===== src/rtl/alu_pkg.sv =====
// Shared constants, FSM encoding and helper functions for the inc/dec unit
// built-in self-test.
package alu_pkg;

   localparam int DATA_W = 8;
   localparam int CNT_W  = 16;

   // Galois tap mask for x^8+x^6+x^5+x^4+1, shifting right.
   localparam logic [DATA_W-1:0] LFSR_TAPS = 8'hB8;

   // Fixed corner vectors run before the pseudo-random part of a run.
   localparam logic [DATA_W-1:0] CORNER_A0   = 8'h00;
   localparam logic              CORNER_SEL0 = 1'b0;
   localparam logic [DATA_W-1:0] CORNER_A1   = 8'hFF;
   localparam logic              CORNER_SEL1 = 1'b1;
   localparam logic [DATA_W-1:0] CORNER_A2   = 8'h7F;
   localparam logic              CORNER_SEL2 = 1'b1;
   localparam logic [DATA_W-1:0] CORNER_A3   = 8'h80;
   localparam logic              CORNER_SEL3 = 1'b0;

   typedef enum logic [2:0] {
      ST_IDLE,
      ST_DRIVE,
      ST_WAIT,
      ST_CHECK,
      ST_DONE
   } state_e;

   // Reference model of the unit under test: wraps modulo 2^DATA_W.
   function automatic logic [DATA_W-1:0] incdec_ref(input logic [DATA_W-1:0] a,
                                                    input logic              sel);
      return sel ? (a + 8'd1) : (a - 8'd1);
   endfunction

   // One step of the right-shifting Galois LFSR.
   function automatic logic [DATA_W-1:0] lfsr_next(input logic [DATA_W-1:0] s);
      return s[0] ? ((s >> 1) ^ LFSR_TAPS) : (s >> 1);
   endfunction

endpackage


===== src/rtl/incdec_lfsr.sv =====
// 8-bit Galois LFSR supplying operands for the random part of a BIST run.
// A zero seed would lock the register at zero, so it is replaced by 8'h01.
module incdec_lfsr
   import alu_pkg::*;
#(
   parameter logic [DATA_W-1:0] SEED = 8'hA5
) (
   input  logic              clk,
   input  logic              rst_n,
   input  logic              load,
   input  logic              step,
   output logic [DATA_W-1:0] state
);

   localparam logic [DATA_W-1:0] SEED_EFF = (SEED == '0) ? 8'h01 : SEED;

   logic [DATA_W-1:0] state_d;
   logic [DATA_W-1:0] state_q;

   // Next LFSR value: reload has priority over stepping.
   always_comb begin
      // NOTE: assigning a default first means no path leaves state_d unassigned, so no latch is inferred.
      state_d = state_q;
      if (load) begin
         state_d = SEED_EFF;
      end else if (step) begin
         state_d = lfsr_next(state_q);
      end
   end

   // LFSR register with synchronous reset to the effective seed.
   always_ff @(posedge clk) begin
      // NOTE: non-blocking assignment keeps every flop sampling pre-edge values, avoiding simulation races.
      if (!rst_n) begin
         state_q <= SEED_EFF;
      end else begin
         state_q <= state_d;
      end
   end

   assign state = state_q;

endmodule


===== src/rtl/incdec_bist.sv =====
// Built-in self-test engine for the 8-bit increment/decrement unit. Drives
// operand/mode vectors, checks the returned result against a reference model
// and reports pass/fail, a saturating mismatch count and the first failure.
module incdec_bist
   import alu_pkg::*;
#(
   parameter int unsigned       NUM_VECTORS = 256,
   parameter int unsigned       SETTLE      = 0,
   parameter logic [DATA_W-1:0] SEED        = 8'hA5
) (
   input  logic              clk,
   input  logic              rst_n,
   input  logic              start,
   output logic [DATA_W-1:0] dut_a,
   output logic              dut_sel,
   input  logic [DATA_W-1:0] dut_b,
   output logic              busy,
   output logic              done,
   output logic              pass,
   output logic [CNT_W-1:0]  err_count,
   output logic [DATA_W-1:0] fail_a,
   output logic              fail_sel,
   output logic [DATA_W-1:0] fail_b
);

   localparam logic [CNT_W-1:0] LAST_IDX  = CNT_W'(NUM_VECTORS - 1);
   localparam logic [CNT_W-1:0] LAST_WAIT = CNT_W'(SETTLE - 1);

   state_e            state_q, state_d;
   logic [CNT_W-1:0]  idx_q, idx_d;
   logic [CNT_W-1:0]  wait_q, wait_d;
   logic [DATA_W-1:0] dut_a_q, dut_a_d;
   logic              dut_sel_q, dut_sel_d;
   logic              busy_q, busy_d;
   logic              done_q, done_d;
   logic              pass_q, pass_d;
   logic [CNT_W-1:0]  err_count_q, err_count_d;
   logic [DATA_W-1:0] fail_a_q, fail_a_d;
   logic              fail_sel_q, fail_sel_d;
   logic [DATA_W-1:0] fail_b_q, fail_b_d;

   logic              lfsr_load;
   logic              lfsr_step;
   logic [DATA_W-1:0] lfsr_state;

   logic [CNT_W-1:0]  vec_idx;
   logic [DATA_W-1:0] vec_a;
   logic              vec_sel;
   logic              vec_rand;
   logic [DATA_W-1:0] exp_b;
   logic [CNT_W-1:0]  err_next;

   incdec_lfsr #(
      .SEED (SEED)
   ) u_lfsr (
      .clk   (clk),
      .rst_n (rst_n),
      .load  (lfsr_load),
      .step  (lfsr_step),
      .state (lfsr_state)
   );

   // Vector about to be loaded: index 0 from IDLE, otherwise the next index.
   always_comb begin
      vec_idx  = (state_q == ST_IDLE) ? '0 : (idx_q + 1'b1);
      vec_a    = lfsr_state;
      vec_sel  = ~vec_idx[0];
      vec_rand = 1'b1;
      case (vec_idx)
         16'd0: begin vec_a = CORNER_A0; vec_sel = CORNER_SEL0; vec_rand = 1'b0; end
         16'd1: begin vec_a = CORNER_A1; vec_sel = CORNER_SEL1; vec_rand = 1'b0; end
         16'd2: begin vec_a = CORNER_A2; vec_sel = CORNER_SEL2; vec_rand = 1'b0; end
         16'd3: begin vec_a = CORNER_A3; vec_sel = CORNER_SEL3; vec_rand = 1'b0; end
         default: ;
      endcase
   end

   // FSM state register.
   always_ff @(posedge clk) begin
      if (!rst_n) begin
         state_q <= ST_IDLE;
      end else begin
         state_q <= state_d;
      end
   end

   // FSM next-state logic.
   always_comb begin
      state_d = state_q;
      case (state_q)
         ST_IDLE:  if (start) state_d = ST_DRIVE;
         ST_DRIVE: state_d = (SETTLE > 0) ? ST_WAIT : ST_CHECK;
         ST_WAIT:  if (wait_q == LAST_WAIT) state_d = ST_CHECK;
         ST_CHECK: state_d = (idx_q == LAST_IDX) ? ST_DONE : ST_DRIVE;
         ST_DONE:  state_d = ST_IDLE;
         default:  state_d = ST_IDLE;
      endcase
   end

   // FSM outputs: vector loading, result checking and status updates.
   always_comb begin
      idx_d       = idx_q;
      wait_d      = wait_q;
      dut_a_d     = dut_a_q;
      dut_sel_d   = dut_sel_q;
      busy_d      = busy_q;
      done_d      = 1'b0;
      pass_d      = pass_q;
      err_count_d = err_count_q;
      fail_a_d    = fail_a_q;
      fail_sel_d  = fail_sel_q;
      fail_b_d    = fail_b_q;
      lfsr_load   = 1'b0;
      lfsr_step   = 1'b0;
      exp_b       = incdec_ref(dut_a_q, dut_sel_q);
      err_next    = err_count_q;

      case (state_q)
         ST_IDLE: begin
            if (start) begin
               busy_d      = 1'b1;
               pass_d      = 1'b0;
               err_count_d = '0;
               fail_a_d    = '0;
               fail_sel_d  = 1'b0;
               fail_b_d    = '0;
               idx_d       = '0;
               lfsr_load   = 1'b1;
               dut_a_d     = vec_a;
               dut_sel_d   = vec_sel;
            end
         end
         ST_DRIVE: begin
            wait_d = '0;
         end
         ST_WAIT: begin
            wait_d = wait_q + 1'b1;
         end
         ST_CHECK: begin
            if (dut_b != exp_b) begin
               if (err_count_q != '1) begin
                  err_next = err_count_q + 1'b1;
               end
               // A zero count means this is the run's first mismatch.
               if (err_count_q == '0) begin
                  fail_a_d   = dut_a_q;
                  fail_sel_d = dut_sel_q;
                  fail_b_d   = dut_b;
               end
            end
            err_count_d = err_next;
            if (idx_q == LAST_IDX) begin
               busy_d = 1'b0;
               done_d = 1'b1;
               pass_d = (err_next == '0);
            end else begin
               idx_d     = idx_q + 1'b1;
               dut_a_d   = vec_a;
               dut_sel_d = vec_sel;
               lfsr_step = vec_rand;
            end
         end
         default: ;
      endcase
   end

   // Datapath and status registers.
   always_ff @(posedge clk) begin
      if (!rst_n) begin
         idx_q       <= '0;
         wait_q      <= '0;
         dut_a_q     <= '0;
         dut_sel_q   <= 1'b0;
         busy_q      <= 1'b0;
         done_q      <= 1'b0;
         pass_q      <= 1'b0;
         err_count_q <= '0;
         fail_a_q    <= '0;
         fail_sel_q  <= 1'b0;
         fail_b_q    <= '0;
      end else begin
         idx_q       <= idx_d;
         wait_q      <= wait_d;
         dut_a_q     <= dut_a_d;
         dut_sel_q   <= dut_sel_d;
         busy_q      <= busy_d;
         done_q      <= done_d;
         pass_q      <= pass_d;
         err_count_q <= err_count_d;
         fail_a_q    <= fail_a_d;
         fail_sel_q  <= fail_sel_d;
         fail_b_q    <= fail_b_d;
      end
   end

   assign dut_a     = dut_a_q;
   assign dut_sel   = dut_sel_q;
   assign busy      = busy_q;
   assign done      = done_q;
   assign pass      = pass_q;
   assign err_count = err_count_q;
   assign fail_a    = fail_a_q;
   assign fail_sel  = fail_sel_q;
   assign fail_b    = fail_b_q;

endmodule


===== config.mk =====
export PLATFORM = sky130hd
export DESIGN_NAME = incdec_bist
export DESIGN_NICKNAME = d
export VERILOG_FILES = /design/src/rtl/alu_pkg.sv /design/src/rtl/incdec_lfsr.sv /design/src/rtl/incdec_bist.sv
export SDC_FILE = /design/constraint.sdc
export NUM_CORES = 1
export LEC_CHECK = 0
export CAP_MARGIN = 5
export CORE_MARGIN = 2
export CORE_UTILIZATION = 49
export CTS_CLUSTER_SIZE = 16
export DETAILED_ROUTE_END_ITERATION = 8
export PLACE_DENSITY_LB_ADDON = 0.05
export SLEW_MARGIN = 20
export SYNTH_ARGS = -nofsm -noshare
export SYNTH_HDL_FRONTEND = slang
export SYNTH_HIERARCHICAL = 1
export SYNTH_SLANG_ARGS = --single-unit

===== constraint.sdc =====
create_clock -name clk -period 7.1 [get_ports clk]
set_input_delay 1.42 -clock clk [delete_from_list [all_inputs] [get_ports clk]]
set_output_delay 1.42 -clock clk [all_outputs]
set_load 0.01 [all_outputs]

Yosys cells after proc, flatten, opt, wreduce, memory -nomap -nowiden
Cells that the tools add are included.
{"block": "word_totals", "ff_bits": 88, "out_inout_bits": 45, "in_bits": 11, "wordCells": 98}
{"block": "op_classes", "eq_ne": 16, "mux": 45, "add_sub_neg": 5, "reduce_logical": 16, "bitwise": 3}
{"cell": "two-way mux 16 bit", "n": 6}
{"cell": "case mux 16 bit (2 select lines)", "n": 3}
{"cell": "two-way mux 8 bit", "n": 9}
{"cell": "adder 16 x 1 -> 16 bit (second input constant)", "n": 3}
{"cell": "zero test 16 bit", "n": 3}
{"cell": "case mux 8 bit (2 select lines)", "n": 3}
{"cell": "== test 16 x 2 -> 1 bit (second input constant)", "n": 2}
{"cell": "case mux 8 bit (4 select lines)", "n": 1}
{"cell": "== test 16 x 1 -> 1 bit (second input constant)", "n": 1}
{"cell": "== test 16 bit (second input constant)", "n": 1}
{"cell": "== test 16 x 8 -> 1 bit (second input constant)", "n": 1}
{"cell": "inequality test 16 bit (second input constant)", "n": 1}
{"cell": "two-way mux 1 bit", "n": 14}
{"cell": "inequality test 2 bit (second input constant)", "n": 6}
{"cell": "case mux 3 bit (4 select lines)", "n": 1}
{"cell": "case mux 1 bit (2 select lines)", "n": 5}
{"cell": "two-way mux 3 bit", "n": 3}
{"cell": "adder 8 x 1 -> 8 bit (second input constant)", "n": 1}
{"cell": "inequality test 8 bit", "n": 1}
{"cell": "subtractor 8 x 1 -> 8 bit (second input constant)", "n": 1}
{"cell": "== test 3 x 2 -> 1 bit (second input constant)", "n": 2}
{"cell": "AND reduction 2 bit", "n": 3}
{"cell": "AND reduction 3 bit", "n": 2}
{"cell": "OR reduction 2 bit", "n": 3}
{"cell": "7 further kinds", "n": 9}

Depth between registers and ports, before layout
{"block": "depth", "depth_word": 8, "depth_mapped": 13, "depth_no_buf": 11}

Hierarchy
The synthesis kept the hierarchy.
{"mod": "incdec_bist", "instances": 1, "cells_each": 613, "area_per_inst_um2": 4616.9, "seq_area_each_um2": 1601.5}
{"mod": "incdec_lfsr", "instances": 1, "cells_each": 31, "area_per_inst_um2": 317.8, "seq_area_each_um2": 160.2}

Worst setup path before layout
No wires, ideal clock.
{"block": "synth_timing", "path_type": "in2reg", "from": "in dut_b[7]", "to": "reg pass_q (netlist: pass)", "t_required_ns": 7.031, "path_stages": 9, "t_arrival_ns": 3.108, "setup_slack_ns": 3.923, "n_path_buf": 1, "cell_sequence": "xnor2_1 xnor2_1 xnor2_1 nand4_1 and2_4 buf_6 or3_1 a2111o_1 o21ai_1"}
{"block": "synth_via", "elab_chain_cells": 6}
{"element": "start, declared", "line_no": "incdec_bist.sv:16", "source": "input logic [DATA_W-1:0] dut_b,"}
{"element": "inequality test 8 bit", "line_no": "incdec_bist.sv:140", "source": "if (dut_b != exp_b) begin"}
{"element": "two-way mux 16 bit", "line_no": "incdec_bist.sv:140"}
{"element": "two-way mux 16 bit", "line_no": "incdec_bist.sv:118", "source": "case (state_q)"}
{"element": "zero test 16 bit", "line_no": "incdec_bist.sv:155", "source": "pass_d = (err_next == '0);"}
{"element": "two-way mux 1 bit", "line_no": "incdec_bist.sv:152", "source": "if (idx_q == LAST_IDX) begin"}
{"element": "case mux 1 bit (2 select lines)", "line_no": "incdec_bist.sv:118"}
{"element": "end signal, assigned", "line_no": "incdec_bist.sv:188", "source": "pass_q <= pass_d;"}
{"element": "end, declared", "line_no": "incdec_bist.sv:36", "source": "logic pass_q, pass_d;"}
Every way passes these cells. The select of a mux whose other input is x is not followed.
A chain may end at the register's enable or synchronous reset.

Final worst setup path
{"block": "layout_timing", "from": "in dut_b[0]", "to": "reg fail_b_q[3] (netlist: fail_b[3])"}
{"block": "layout_via", "elab_chain_cells": 3}
{"element": "inequality test 8 bit", "line_no": "incdec_bist.sv:140"}
{"element": "inequality test 2 bit (no source line)"}
{"element": "AND reduction 4 bit (no source line)"}
{"element": "end signal, assigned", "line_no": "incdec_bist.sv:192", "source": "fail_b_q <= fail_b_d;"}
{"element": "end, declared", "line_no": "incdec_bist.sv:40", "source": "logic [DATA_W-1:0] fail_b_q, fail_b_d;"}
Every way passes these cells.

==> flow_summary.ini <==
[synthesis]
synth_area_per_cell_um2 = 7.66
synth_edf_count = 0
synth_top_area_share_pct = 35.7
ys_seq_elements = 88
synthesis.nets = 666
async_flop_share_pct = 0
yosysSeqAreaShare_pct = 35.7
synth_ff_type = dfxtp_1
yosysUniqueCellTypes = 70
synthCells = 644
yosysTopAreaCell = dfxtp_1
synthTopCellsByArea = dfxtp_1 36%, nand2_1 7.7%, a21oi_1 6.8%, nor2_1 4.9%, o21ai_0 4.2%
synth_area_mm2 = 0.00493
synth_warnings = 6

[status]
status = finished clean

[power]
power_leakage_nw = 1.86
p_per_area_mw_per_mm2 = 211
peakVddDrop_mv = 0.102

[route]
detail_route.wl_per_cell_um = 15.7
wirelength_mm = 12.7
dr.pass1.iters = 4
detail-route-antenna-nets = 0
drt-initial-drc-count = 206
drc = 0
routed-via-count = 4695
viasPerCell = 5.78

[clocking]
path_clk_slew_ns = 0.08
clk_path_buf_depth = 2
cts.sinks = 88
htree_levels = 3
hold_buffers = 0
cts_resized = 0
tritoncts = built
cts_root_buf = clkbuf_8
post_cts.repair.setup_buffers = 0
cts_buffers = 9
worstSkewPairLatency_ns = 0.38

[setup_path]
arrival_ns = 4.29
crit_fanout = 17
critPathLaunchType = input pin
cp.required_ns = 7.39
cpMostUsedCell = nand2_1
cp_slowest_cell = o31a_1
rr_worst_depth = 11
crit_cells = 9
max_stage_delay_ns = 0.63
cp.buffers_inverters = 1
crit_chain = clkdlybuf4s50_1 > xor2_1 > nand3_1 > nor3_1 > nand4_1 > nand2_1 > o31a_1 > nand2_1 > a21oi_1
critPathTopFamily = simple AND/OR/NAND/NOR gates
end_kind = flip-flop
crit_type = input pin to flip-flop

[hold_path]
hold_class = flip-flop to flip-flop
whs_path_depth = 2

[global_routing]
grt_pass1_vias = 4400
antenna_found_initial = 0
grt.total_usage_pct = 23.9
grt_overflow_total = 0
grt_max_degree = 43
grt_pass1_wl_mm = 21.5

[placement]
place_area_mm2 = 0.00549
portBuffers = 55
hpwl_mm = 8.95
place_congestion = 0.890

[job]
drv_cap = 0

[sta]
skew_ns = 0.0150
tightest_slew_ns = 0.812
fmax_mhz = 250
fin_crit_sh_pct = 56.3
slew_viol_final = 0
max_slew_margin_pct = 45.7
setup_viol = 0
period_needed_ns = 4.00
holdWs_ns = 0.452
setup_tns_ns = 0
rsz0062_at_grt = false
hold_viol_final = 0

[layout]
syn_to_final_growth_pct = 15.4
multi_input_area_mm2 = 0.00294
utilization_pct = 58.3
regArea_mm2 = 0.00176
finalNetCount = 696
finalInstanceArea_mm2 = 0.00569
diodes = 0
drive_above_1_share_pct = 5.45
fill_cells = 934

[die]
start_util_pct = 50.5
io_pins = 56
die-area_mm2 = 0.0109
die_y_um = 104
row_count = 36
die_w_um = 104
core_mm2 = 0.00977
-- power by group --
part	switching (mW)	internal (mW)	total, mW
combinational	0.171	0.122	0.293
sequential	0.0311	0.509	0.540
clock	0.192	0.173	0.365
-- cells in the final DEF (no fill, tap or decap), types with 4 or more instances in the layout --
master and count:
nand4_1 10, dfxtp_1 88, buf_4 4, inv_1 11
and3_1 11, a21oi_1 67, xnor2_1 23, xor2_1 9
nor3_1 17, ha_1 10, o22ai_1 4, a41oi_1 4
mux2i_1 9, nand2_1 101, and4_1 4, or3_1 4
o21ai_0 41, nand3_1 34, nor4_1 7, a31oi_1 9
a311oi_1 5, clkdlybuf4s50_1 55, nor2_1 64, clkbuf_8 10
and2_1 4, a211oi_1 7
-- cells in the mapped netlist (all sizes together), types with 4 or more instances --
library cell,n
a211oi,7
a21oi,68
a311oi,5
a31oi,9
a41oi,4
and2,5
and3,11
and4,5
buf,14
clkbuf,26
dfxtp,88
ha,10
inv,12
mux2i,9
nand2,101
nand2b,4
nand3,36
nand4,10
nor2,65
nor3,18
nor4,7
o21ai,44
o22ai,4
or3,5
xnor2,23
xor2,9
-- cells by family after synthesis --
logic type                 share of synthesized area [%]
and+or+nand+nor                                     27.8
AOI/OAI and AO/OA                                   20.8
DFF                                                 35.7
buffers and inverters                               4.82
xor gates and xnor gates                            5.68
muxes                                               2.28
adders and majority gates                           2.94
-- worst paths after layout --
path                                        startpoint                endpoint  slack, ns
worst max-delay path                          dut_b[0]  fail_b[3]$_SDFFE_PN0P_       3.10
worst max register to register    dut_sel$_SDFFE_PN0P_  fail_b[3]$_SDFFE_PN0P_       3.29
worst min-delay path            fail_b[2]$_SDFFE_PN0P_  fail_b[2]$_SDFFE_PN0P_       0.45
worst min register to register  fail_b[2]$_SDFFE_PN0P_  fail_b[2]$_SDFFE_PN0P_       0.45
-- state kept, by name (all words and copies together) (netlist names) --
signal	count
busy	1
done	1
dut_a	8
dut_sel	1
err_count	16
fail_a	8
fail_b	8
fail_sel	1
idx_q	16
pass	1
state_q	3
u_lfsr/state	8
wait_q	16
-- layer usage --
layer / global-route usage (%) / share of wire [%]
met1: 32.8 / 47
met4: 7.72 / 1.3
met3: 4.26 / 4.4
met5: 0 / 0
met2: 38.1 / 47
-- per-stage QoR --
| stage | worst slack [ns] | std cells | power (mW) |
|---|---|---|---|
| floorplan | 3.92 | 644 | 0.756 |
| global placement | 2.74 | 796 | 0.841 |
| detailed placement | 2.65 | 796 | 0.846 |
| CTS | 3.02 | 812 | 1.21 |
| global route | 2.79 | 812 | 1.27 |
| finish | 3.10 | 812 | 1.20 |
-- worst reg2reg max path: stages (launching register included) --
cell	delay (ns)
dfxtp_1	0.41
inv_1	0.20
fa_1	0.45
a211oi_1	0.31
nor2_1	0.11
xnor2_1	0.13
nor3_1	0.24
nand4_1	0.54
nand2_1	0.45
o31a_1	0.63
nand2_1	0.13
a21oi_1	0.15
-- final cells by class --
| class | instances | area share (%) |
|---|---|---|
| clock inverter | 6 | 1.19 |
| sequential | 88 | 30.9 |
| inverter | 12 | 0.791 |
| tap | 133 | 2.92 |
| multi-input combinational | 504 | 51.5 |
| clock buffer | 10 | 2.42 |
| timing repair buffer | 59 | 10.2 |
Note: power is estimated with default switching activity, not from simulation.
